[src/rtl/scarv_soc_intc_if.sv]
// Request/response memory handshake shared by the SoC peripherals.
// The CPU-side bus is the master; the interrupt controller is the slave.
interface scarv_soc_intc_if;
    logic        mem_req;
    logic        mem_gnt;
    logic        mem_wen;
    logic [3:0]  mem_strb;
    logic [31:0] mem_addr;
    logic [31:0] mem_wdata;
    logic        mem_recv;
    logic        mem_ack;
    logic        mem_error;
    logic [31:0] mem_rdata;

    modport master (
        output mem_req, mem_wen, mem_strb, mem_addr, mem_wdata, mem_ack,
        input  mem_gnt, mem_recv, mem_error, mem_rdata
    );

    modport slave (
        input  mem_req, mem_wen, mem_strb, mem_addr, mem_wdata, mem_ack,
        output mem_gnt, mem_recv, mem_error, mem_rdata
    );
endinterface

[src/rtl/scarv_soc_intc.sv]
// External interrupt controller: synchronises, latches and masks NSRC sources,
// drives one request plus a cause code, and exposes a 16-byte register window.
module scarv_soc_intc #(
    parameter logic [31:0] BASE_ADDR = 32'h1000_2000,
    parameter int unsigned NSRC      = 8,
    parameter logic [31:0] EDGE_MASK = 32'h0000_0000
) (
    input  logic             f_clk,
    input  logic             g_reset,
    input  logic [NSRC-1:0]  irq_src,
    output logic             int_ext,
    output logic [31:0]      int_ext_cause,
    scarv_soc_intc_if.slave  mem
);
    localparam logic [NSRC-1:0] EDGE = EDGE_MASK[NSRC-1:0];

    typedef enum logic {IDLE, RESP} state_t;

    state_t          state_q, state_d;
    logic [NSRC-1:0] sync1_q, sync2_q, prev_q;
    logic [NSRC-1:0] pending_q, pending_d;
    logic [NSRC-1:0] enable_q, enable_d;
    logic            int_ext_q, int_ext_d;
    logic [31:0]     cause_q, cause_d;
    logic [31:0]     rdata_q, rdata_d;
    logic            error_q, error_d;

    logic [NSRC-1:0] pending, active, edge_evt, claim_clr;
    logic [NSRC-1:0] sw_set, sw_clr;
    logic [31:0]     byte_mask, wbits, pend_ext, en_ext, low_idx;
    logic            any_active, access, in_window;
    logic [1:0]      reg_sel;
    logic            unused_bits;

    genvar gi;
    generate
        for (gi = 0; gi < 4; gi++) begin : g_strb
            assign byte_mask[gi*8 +: 8] = {8{mem.mem_strb[gi]}};
        end
    endgenerate

    // Level sources are visible straight from the synchroniser; only edge
    // sources keep sticky state.
    assign pending    = (pending_q & EDGE) | (sync2_q & ~EDGE);
    assign active     = pending & enable_q;
    assign any_active = |active;
    assign edge_evt   = sync2_q & ~prev_q & EDGE;
    assign claim_clr  = active & ~(active - NSRC'(1));

    assign wbits     = mem.mem_wdata & byte_mask;
    assign in_window = (mem.mem_addr[31:4] == BASE_ADDR[31:4]);
    assign reg_sel   = mem.mem_addr[3:2];

    assign mem.mem_gnt   = (state_q == IDLE) && mem.mem_req && !g_reset;
    assign access        = mem.mem_req && mem.mem_gnt;
    assign mem.mem_recv  = (state_q == RESP);
    assign mem.mem_error = error_q;
    assign mem.mem_rdata = rdata_q;
    assign int_ext       = int_ext_q;
    assign int_ext_cause = cause_q;

    assign unused_bits = ^{mem.mem_addr[1:0], wbits, byte_mask};

    always_comb begin
        low_idx = '0;
        for (int i = NSRC - 1; i >= 0; i--) begin
            if (active[i]) low_idx = i[31:0];
        end
        pend_ext = '0;
        pend_ext[NSRC-1:0] = pending;
        en_ext = '0;
        en_ext[NSRC-1:0] = enable_q;
    end

    always_comb begin
        state_d  = state_q;
        rdata_d  = rdata_q;
        error_d  = error_q;
        enable_d = enable_q;
        sw_set   = '0;
        sw_clr   = '0;
        case (state_q)
            IDLE: begin
                if (access) begin
                    state_d = RESP;
                    rdata_d = '0;
                    error_d = !in_window;
                    if (in_window && mem.mem_wen) begin
                        case (reg_sel)
                            2'd0:    sw_clr   = wbits[NSRC-1:0];
                            2'd1:    enable_d = (enable_q & ~byte_mask[NSRC-1:0]) | wbits[NSRC-1:0];
                            2'd3:    sw_set   = wbits[NSRC-1:0];
                            default: ;
                        endcase
                    end else if (in_window) begin
                        case (reg_sel)
                            2'd0:    rdata_d = pend_ext;
                            2'd1:    rdata_d = en_ext;
                            2'd2:    rdata_d = any_active ? (low_idx | 32'h8000_0000) : 32'h0;
                            default: rdata_d = 32'h0;
                        endcase
                    end
                end
            end
            RESP: begin
                if (mem.mem_ack) state_d = IDLE;
            end
            default: state_d = IDLE;
        endcase
    end

    // A claim clears only when it is the read actually being performed; a
    // coincident set (edge event or SWSET) still wins over any clear.
    always_comb begin
        pending_d = EDGE & ((pending_q &
                    ~(sw_clr | ((access && in_window && !mem.mem_wen && reg_sel == 2'd2)
                                ? claim_clr : '0)))
                    | sw_set | edge_evt);
        int_ext_d = any_active;
        cause_d   = any_active ? low_idx : cause_q;
    end

    always_ff @(posedge f_clk or posedge g_reset) begin
        if (g_reset) begin
            state_q   <= IDLE;
            sync1_q   <= '0;
            sync2_q   <= '0;
            prev_q    <= '0;
            pending_q <= '0;
            enable_q  <= '0;
            int_ext_q <= 1'b0;
            cause_q   <= '0;
            rdata_q   <= '0;
            error_q   <= 1'b0;
        end else begin
            state_q   <= state_d;
            sync1_q   <= irq_src;
            sync2_q   <= sync1_q;
            prev_q    <= sync2_q;
            pending_q <= pending_d;
            enable_q  <= enable_d;
            int_ext_q <= int_ext_d;
            cause_q   <= cause_d;
            rdata_q   <= rdata_d;
            error_q   <= error_d;
        end
    end
endmodule

[src/flat_wrapper.sv]
// flat-port wrapper written by rule: the top's interface ports become plain ports
module scarv_soc_intc_flat 
#(
    parameter logic [31:0] BASE_ADDR = 32'h1000_2000,
    parameter int unsigned NSRC      = 8,
    parameter logic [31:0] EDGE_MASK = 32'h0000_0000
)
  (f_clk, g_reset, irq_src, int_ext, int_ext_cause, mem_mem_req, mem_mem_wen, mem_mem_strb, mem_mem_addr, mem_mem_wdata, mem_mem_ack, mem_mem_gnt, mem_mem_recv, mem_mem_error, mem_mem_rdata);
  scarv_soc_intc_if mem_i ();
  input  logic f_clk;
  input  logic g_reset;
  input  logic [NSRC-1:0] irq_src;
  output logic int_ext;
  output logic [31:0] int_ext_cause;
  input wire logic [$bits(mem_i.mem_req)-1:0] mem_mem_req;
  input wire logic [$bits(mem_i.mem_wen)-1:0] mem_mem_wen;
  input wire logic [$bits(mem_i.mem_strb)-1:0] mem_mem_strb;
  input wire logic [$bits(mem_i.mem_addr)-1:0] mem_mem_addr;
  input wire logic [$bits(mem_i.mem_wdata)-1:0] mem_mem_wdata;
  input wire logic [$bits(mem_i.mem_ack)-1:0] mem_mem_ack;
  output wire logic [$bits(mem_i.mem_gnt)-1:0] mem_mem_gnt;
  output wire logic [$bits(mem_i.mem_recv)-1:0] mem_mem_recv;
  output wire logic [$bits(mem_i.mem_error)-1:0] mem_mem_error;
  output wire logic [$bits(mem_i.mem_rdata)-1:0] mem_mem_rdata;
  assign mem_i.mem_req = mem_mem_req;
  assign mem_i.mem_wen = mem_mem_wen;
  assign mem_i.mem_strb = mem_mem_strb;
  assign mem_i.mem_addr = mem_mem_addr;
  assign mem_i.mem_wdata = mem_mem_wdata;
  assign mem_i.mem_ack = mem_mem_ack;
  assign mem_mem_gnt = mem_i.mem_gnt;
  assign mem_mem_recv = mem_i.mem_recv;
  assign mem_mem_error = mem_i.mem_error;
  assign mem_mem_rdata = mem_i.mem_rdata;
  scarv_soc_intc #(.BASE_ADDR(BASE_ADDR), .NSRC(NSRC), .EDGE_MASK(EDGE_MASK)) u_core (.f_clk(f_clk), .g_reset(g_reset), .irq_src(irq_src), .int_ext(int_ext), .int_ext_cause(int_ext_cause), .mem(mem_i));
endmodule
[config.mk]
export PLATFORM = sky130hd
export DESIGN_NAME = scarv_soc_intc_flat
export DESIGN_NICKNAME = d
export VERILOG_FILES = /design/src/rtl/scarv_soc_intc_if.sv /design/src/rtl/scarv_soc_intc.sv /design/src/flat_wrapper.sv
export SDC_FILE = /design/constraint.sdc
export NUM_CORES = 1
export LEC_CHECK = 0
export ABC_AREA = 1
export CELL_PAD_IN_SITES_DETAIL_PLACEMENT = 1
export CELL_PAD_IN_SITES_GLOBAL_PLACEMENT = 1
export CORE_MARGIN = 2
export CORE_UTILIZATION = 26
export DETAILED_ROUTE_END_ITERATION = 8
export PLACE_DENSITY_LB_ADDON = 0.1
export RECOVER_POWER = 50
export SYNTH_ARGS = -nofsm -noshare
export SYNTH_HDL_FRONTEND = slang
export SYNTH_SLANG_ARGS = --single-unit
[constraint.sdc]
create_clock -name f_clk -period 3.55 [get_ports f_clk]
set_input_delay 1.065 -clock f_clk [delete_from_list [all_inputs] [get_ports f_clk]]
set_output_delay 1.065 -clock f_clk [all_outputs]
set_load 0.03 [all_outputs]
# Word-level counts from Yosys, hierarchy flattened
# Index checks and enable logic that the tools add are counted.
# classes
bitwise_logic	6
n_reduce_logical	10
eq_ne	3
n_mux	15
# ops
op	n
32-bit two-way mux	10
32-bit one-hot mux with 3 select lines	1
28-bit by 25-bit == test with 1-bit output (second input constant)	1
8-bit bitwise AND	3
8-bit NOT	1
8-bit OR	1
8-bit OR reduction	1
1-bit logical AND	4
4-bit AND reduction	1
3-bit two-way mux	1
2-bit by 1-bit == test with 1-bit output (second input constant)	1
2-bit == test (second input constant)	1
1-bit logical NOT	2
2-bit logical NOT	1
1-bit two-way mux	2
1-bit one-hot mux with 2 select lines	1
2-bit AND reduction	1
1-bit NOT	1
# totals
reg_bits	91
out_inout_bits	68
wordCells	42
input_bits	81

# Depth between registers and ports, before layout
# logic_depth
word_depth	13
ltp_mapped	12
depth_no_buf	12

# Least setup slack after synthesis
# No wires, ideal clock.
# synth_timing
kind	input port to output port
start	input mem_mem_req
end	output mem_mem_gnt
arrival_time_ps	1511
slack_ps	974
cell_stages	3
t_required_ps	2485
n_path_buf	1
path_cell_list	nand2_1 > nor2_4 > buf_4
# synth_between
elab_chain_len	2
# synth_rtl
element	line_no	text
start, declared	flat_wrapper.sv:15	input wire logic [$bits(mem_i.mem_req)-1:0] mem_mem_req;
1-bit logical AND (2 in series)	scarv_soc_intc.sv:54	assign mem.mem_gnt = (state_q == IDLE) && mem.mem_req && !g_reset;
end, declared	flat_wrapper.sv:21	output wire logic [$bits(mem_i.mem_gnt)-1:0] mem_mem_gnt;
# Every way passes these cells.

# Worst setup path in the final report
# layout_timing
start	input g_reset
end	output mem_mem_gnt
# layout_between
elab_chain_len	2
# layout_rtl
element	line_no	text
start, declared	flat_wrapper.sv:11	input logic g_reset;
1-bit logical NOT	scarv_soc_intc.sv:54	
1-bit logical AND	scarv_soc_intc.sv:54	
# Every way passes these cells.

==> metrics.md <==
| Metric | Value |
|---|---|
| Status | `completed` |
| Area growth syn-to-layout | `30.8%` |
| Crit path depth | `3` |
| Synth cell count leaders | `nand2_1 (75), buf_4 (53), dfrtp_1 (39), nand3_1 (30), inv_1 (23)` |
| DR iter-0 viols | `27` |
| Gate Count Post-Synth | `roughly 270` |
| Synth top area share | `0.442` |
| DR vias | `between 1,500 and 2,000` |
| CTS H-tree depth | `2` |
| Global route total overflow | `0` |
| Most used DFF post-synth | `dfrtp_1` |
| RSZ-0062 raised after global routing | `no` |
| Actual slew at the worst max-slew pin | `just over 0.9 ns` |
| GR Util All Layers | `0.114` |
| Die Wd | `~96 um` |
| Final setup fails | `0` |
| Post-route ant nets | `0` |
| Slew Viols, Final | `0` |
| Slew HR | `0.377` |
| Core box area | `about 8000 sq um` |
| Synth unique cells | `26` |
| Most frequent cell after synthesis | `nand2_1` |
| Die ar. | `roughly 9300 sq um` |
| Clock latency on the worst-skew pair | `around 0.30 ns` |
| Die Y-Extent | `between 90 and 100 um` |
| Worst path max stage delay | `about 0.59 ns` |
| Worst Setup Path Type | `in2out` |
| Largest net degree at the start of global routing | `40` |
| Pwr dens | `~330 nW/um^2` |
| CP top delay family | `buffers and inverters` |
| Setup tns final | `0 ns` |
| VDD IR max | `around 190 uV` |
| Residual DRC | `0` |
| Initial Utilization | `0.269` |
| Setup ws final | `0.529 ns` |
| Post-CTS Setup Inserts | `0` |
| Top cells by area, synth | `dfrtp_1 (44%), buf_4 (18%), nand2_1 (13%)` |
| Yosys warning total | `0` |
| Initial antenna violation count | `0` |
| Vias in the first global route | `~1,700` |
| Total Wirelength | `approximately 5.0 mm` |
| Hold WC Path Type | `reg2reg` |
| Core Rows | `33` |
| Cell Area, Synth | `around 2200 sq um` |
| Flop and latch count out of synthesis | `39` |
| Fillers | `just over 1,000` |
| Synth area leader | `dfrtp_1` |
| Clock Pin Slew Worst Setup and Hold Paths | `0.07 ns` |
| Setup crit end | `mem_mem_gnt` |
| Slowest CP cell | `dlygate4sd3_1` |
| Vias per cell | `a little under 4` |
| GP Congestion | `just under 0.8` |
| Reg-to-reg startpoint | `u_core.mem.mem_recv$_DFF_PP0_` |
| Max Fanout on Critical Path | `2` |
| Crit path launch | `g_reset` |
| Post-cts resize count | `0` |
| Critical path required time | `2.48 ns` |
| CTS max path bufs | `2` |
| Detailed Place HPWL | `slightly above 4 mm` |
| CTS tree | `done` |
| Crit-path cells | `dlygate4sd3_1, nor2_4, buf_4` |
| Post-layout net count | `425` |
| Routed length per instance | `between 10 and 15 um` |
| Fmax | `between 300 and 400 MHz` |
| Final instance area | `just under 3000 sq um` |
| # diodes | `0` |
| Max Cap Violations | `0` |
| Global-route wire length before repair | `~8.1 mm` |
| Avg Inst Size Synth | `between 8 and 9 sq um` |
| Pre-antenna DRT Iters | `4` |
| Flop-to-flop setup slack | `about 2.0 ns` |
| Number of synthesized flops with an enable pin | `0` |
| Worst r2r path cells | `9` |
| Placed cell areas | `2790 sq um` |
| Fin. Hold Viols | `0` |
| Final worst path period share | `0.851` |
| # clock sinks | `39` |
| CTS Hold Bufs | `0` |
| IO buf count | `between 60 and 70` |
| Register area share after synthesis | `0.442` |
| Number of CTS-inserted buffers | `5` |
| Min cycle time layout | `just over 3 ns` |
| Post-synth ARST share | `1.00` |
| Share of cells above drive strength 1 | `0.0580` |
| Io pins | `around 150` |
| WP buf/inv | `2` |
| Final Skew | `slightly below 0.01 ns` |
| Place WS | `~0.61 ns` |
| Crit. End Element | `primary output` |
| CP Data Arrival Time | `1.96 ns` |
| Leakage power | `approximately 1.5 nW` |
| Clock Tree Root | `clkbuf_8` |
| Final hold slack | `about 0.35 ns` |
| Critical Path Source Type | `input pin` |
[worst min-delay path by stage]
stage / startpoint / endpoint / slack, ns / cells past startpoint
after floorplan: u_core.sync1_q[0]$_DFF_PP0_ / u_core.pending[0]$_DFF_PP0_ / 0.33 / 0
after global placement: u_core.sync1_q[2]$_DFF_PP0_ / u_core.pending[2]$_DFF_PP0_ / 0.33 / 0
after detailed placement: u_core.sync1_q[1]$_DFF_PP0_ / u_core.pending[1]$_DFF_PP0_ / 0.34 / 0
after CTS: u_core.sync1_q[3]$_DFF_PP0_ / u_core.pending[3]$_DFF_PP0_ / 0.35 / 0
after global routing: u_core.sync1_q[3]$_DFF_PP0_ / u_core.pending[3]$_DFF_PP0_ / 0.36 / 0
final: u_core.sync1_q[1]$_DFF_PP0_ / u_core.pending[1]$_DFF_PP0_ / 0.35 / 0
[where the power goes]
group | switching [mW] | internal, mW
combinational | 0.120 | 0.0597
clock | 0.164 | 0.159
sequential | 0.00434 | 0.454
[worst reg2reg max path, stage by stage, from the launching register on]
cell     delay, ns
dfrtp_1       0.39
inv_1         0.07
nand2_1       0.08
nor2_4        0.10
buf_4         0.22
nand2_2       0.12
nor2_8        0.19
nand2_4       0.12
nand2_1       0.09
nand2_1       0.04
[layout make-up]
class	count	area (sq um)	area share
well taps	105	131	0.0455
multi-input cells	203	902	0.312
clock inverters	2	16.3	0.00563
clock buffers	6	82.6	0.0286
inverters	25	93.8	0.0325
repair buffers	70	688	0.238
flip-flops and latches	39	976	0.338
[logic make-up (layout without fill, tap and decap cells)]
| group | after synthesis | in the layout | share of synthesized area |
|---|---|---|---|
| AND/OR/NAND/NOR | 143 | 143 | 0.293 |
| buffers and inverters | 80 | 103 | 0.237 |
| flip-flops | 39 | 39 | 0.442 |
| AO/OA/AOI/OAI | 8 | 8 | 0.0266 |
| other | 1 | 52 | 0.00170 |
[routing by layer]
layer	global-route usage	routed length, um
met3	0.0243	328
met2	0.185	2380
met4	0.0393	55
met5	0	0
met1	0.151	2260
[metrics by stage]
stage                util  power, mW  std cells
CTS                 0.352      0.980        450
detailed placement  0.340      0.651        442
finish              0.352      0.961        450
global route        0.352       1.01        450
floorplan               -      0.620        322
global placement    0.340      0.650        442
[placed cells by master, fill, tap and decap left out, types with 2 or more instances in the layout]
master            n
nand3_1          30
dlygate4sd3_1     9
inv_1            23
nand4_1          10
clkbuf_8          6
a22o_1            2
nor3_1            2
nor2_4            2
dfrtp_1          39
nand2_1          75
conb_1           52
clkdlybuf4s50_1  57
nor2_1           19
buf_4             3
(Power assumes the default switching activity.)
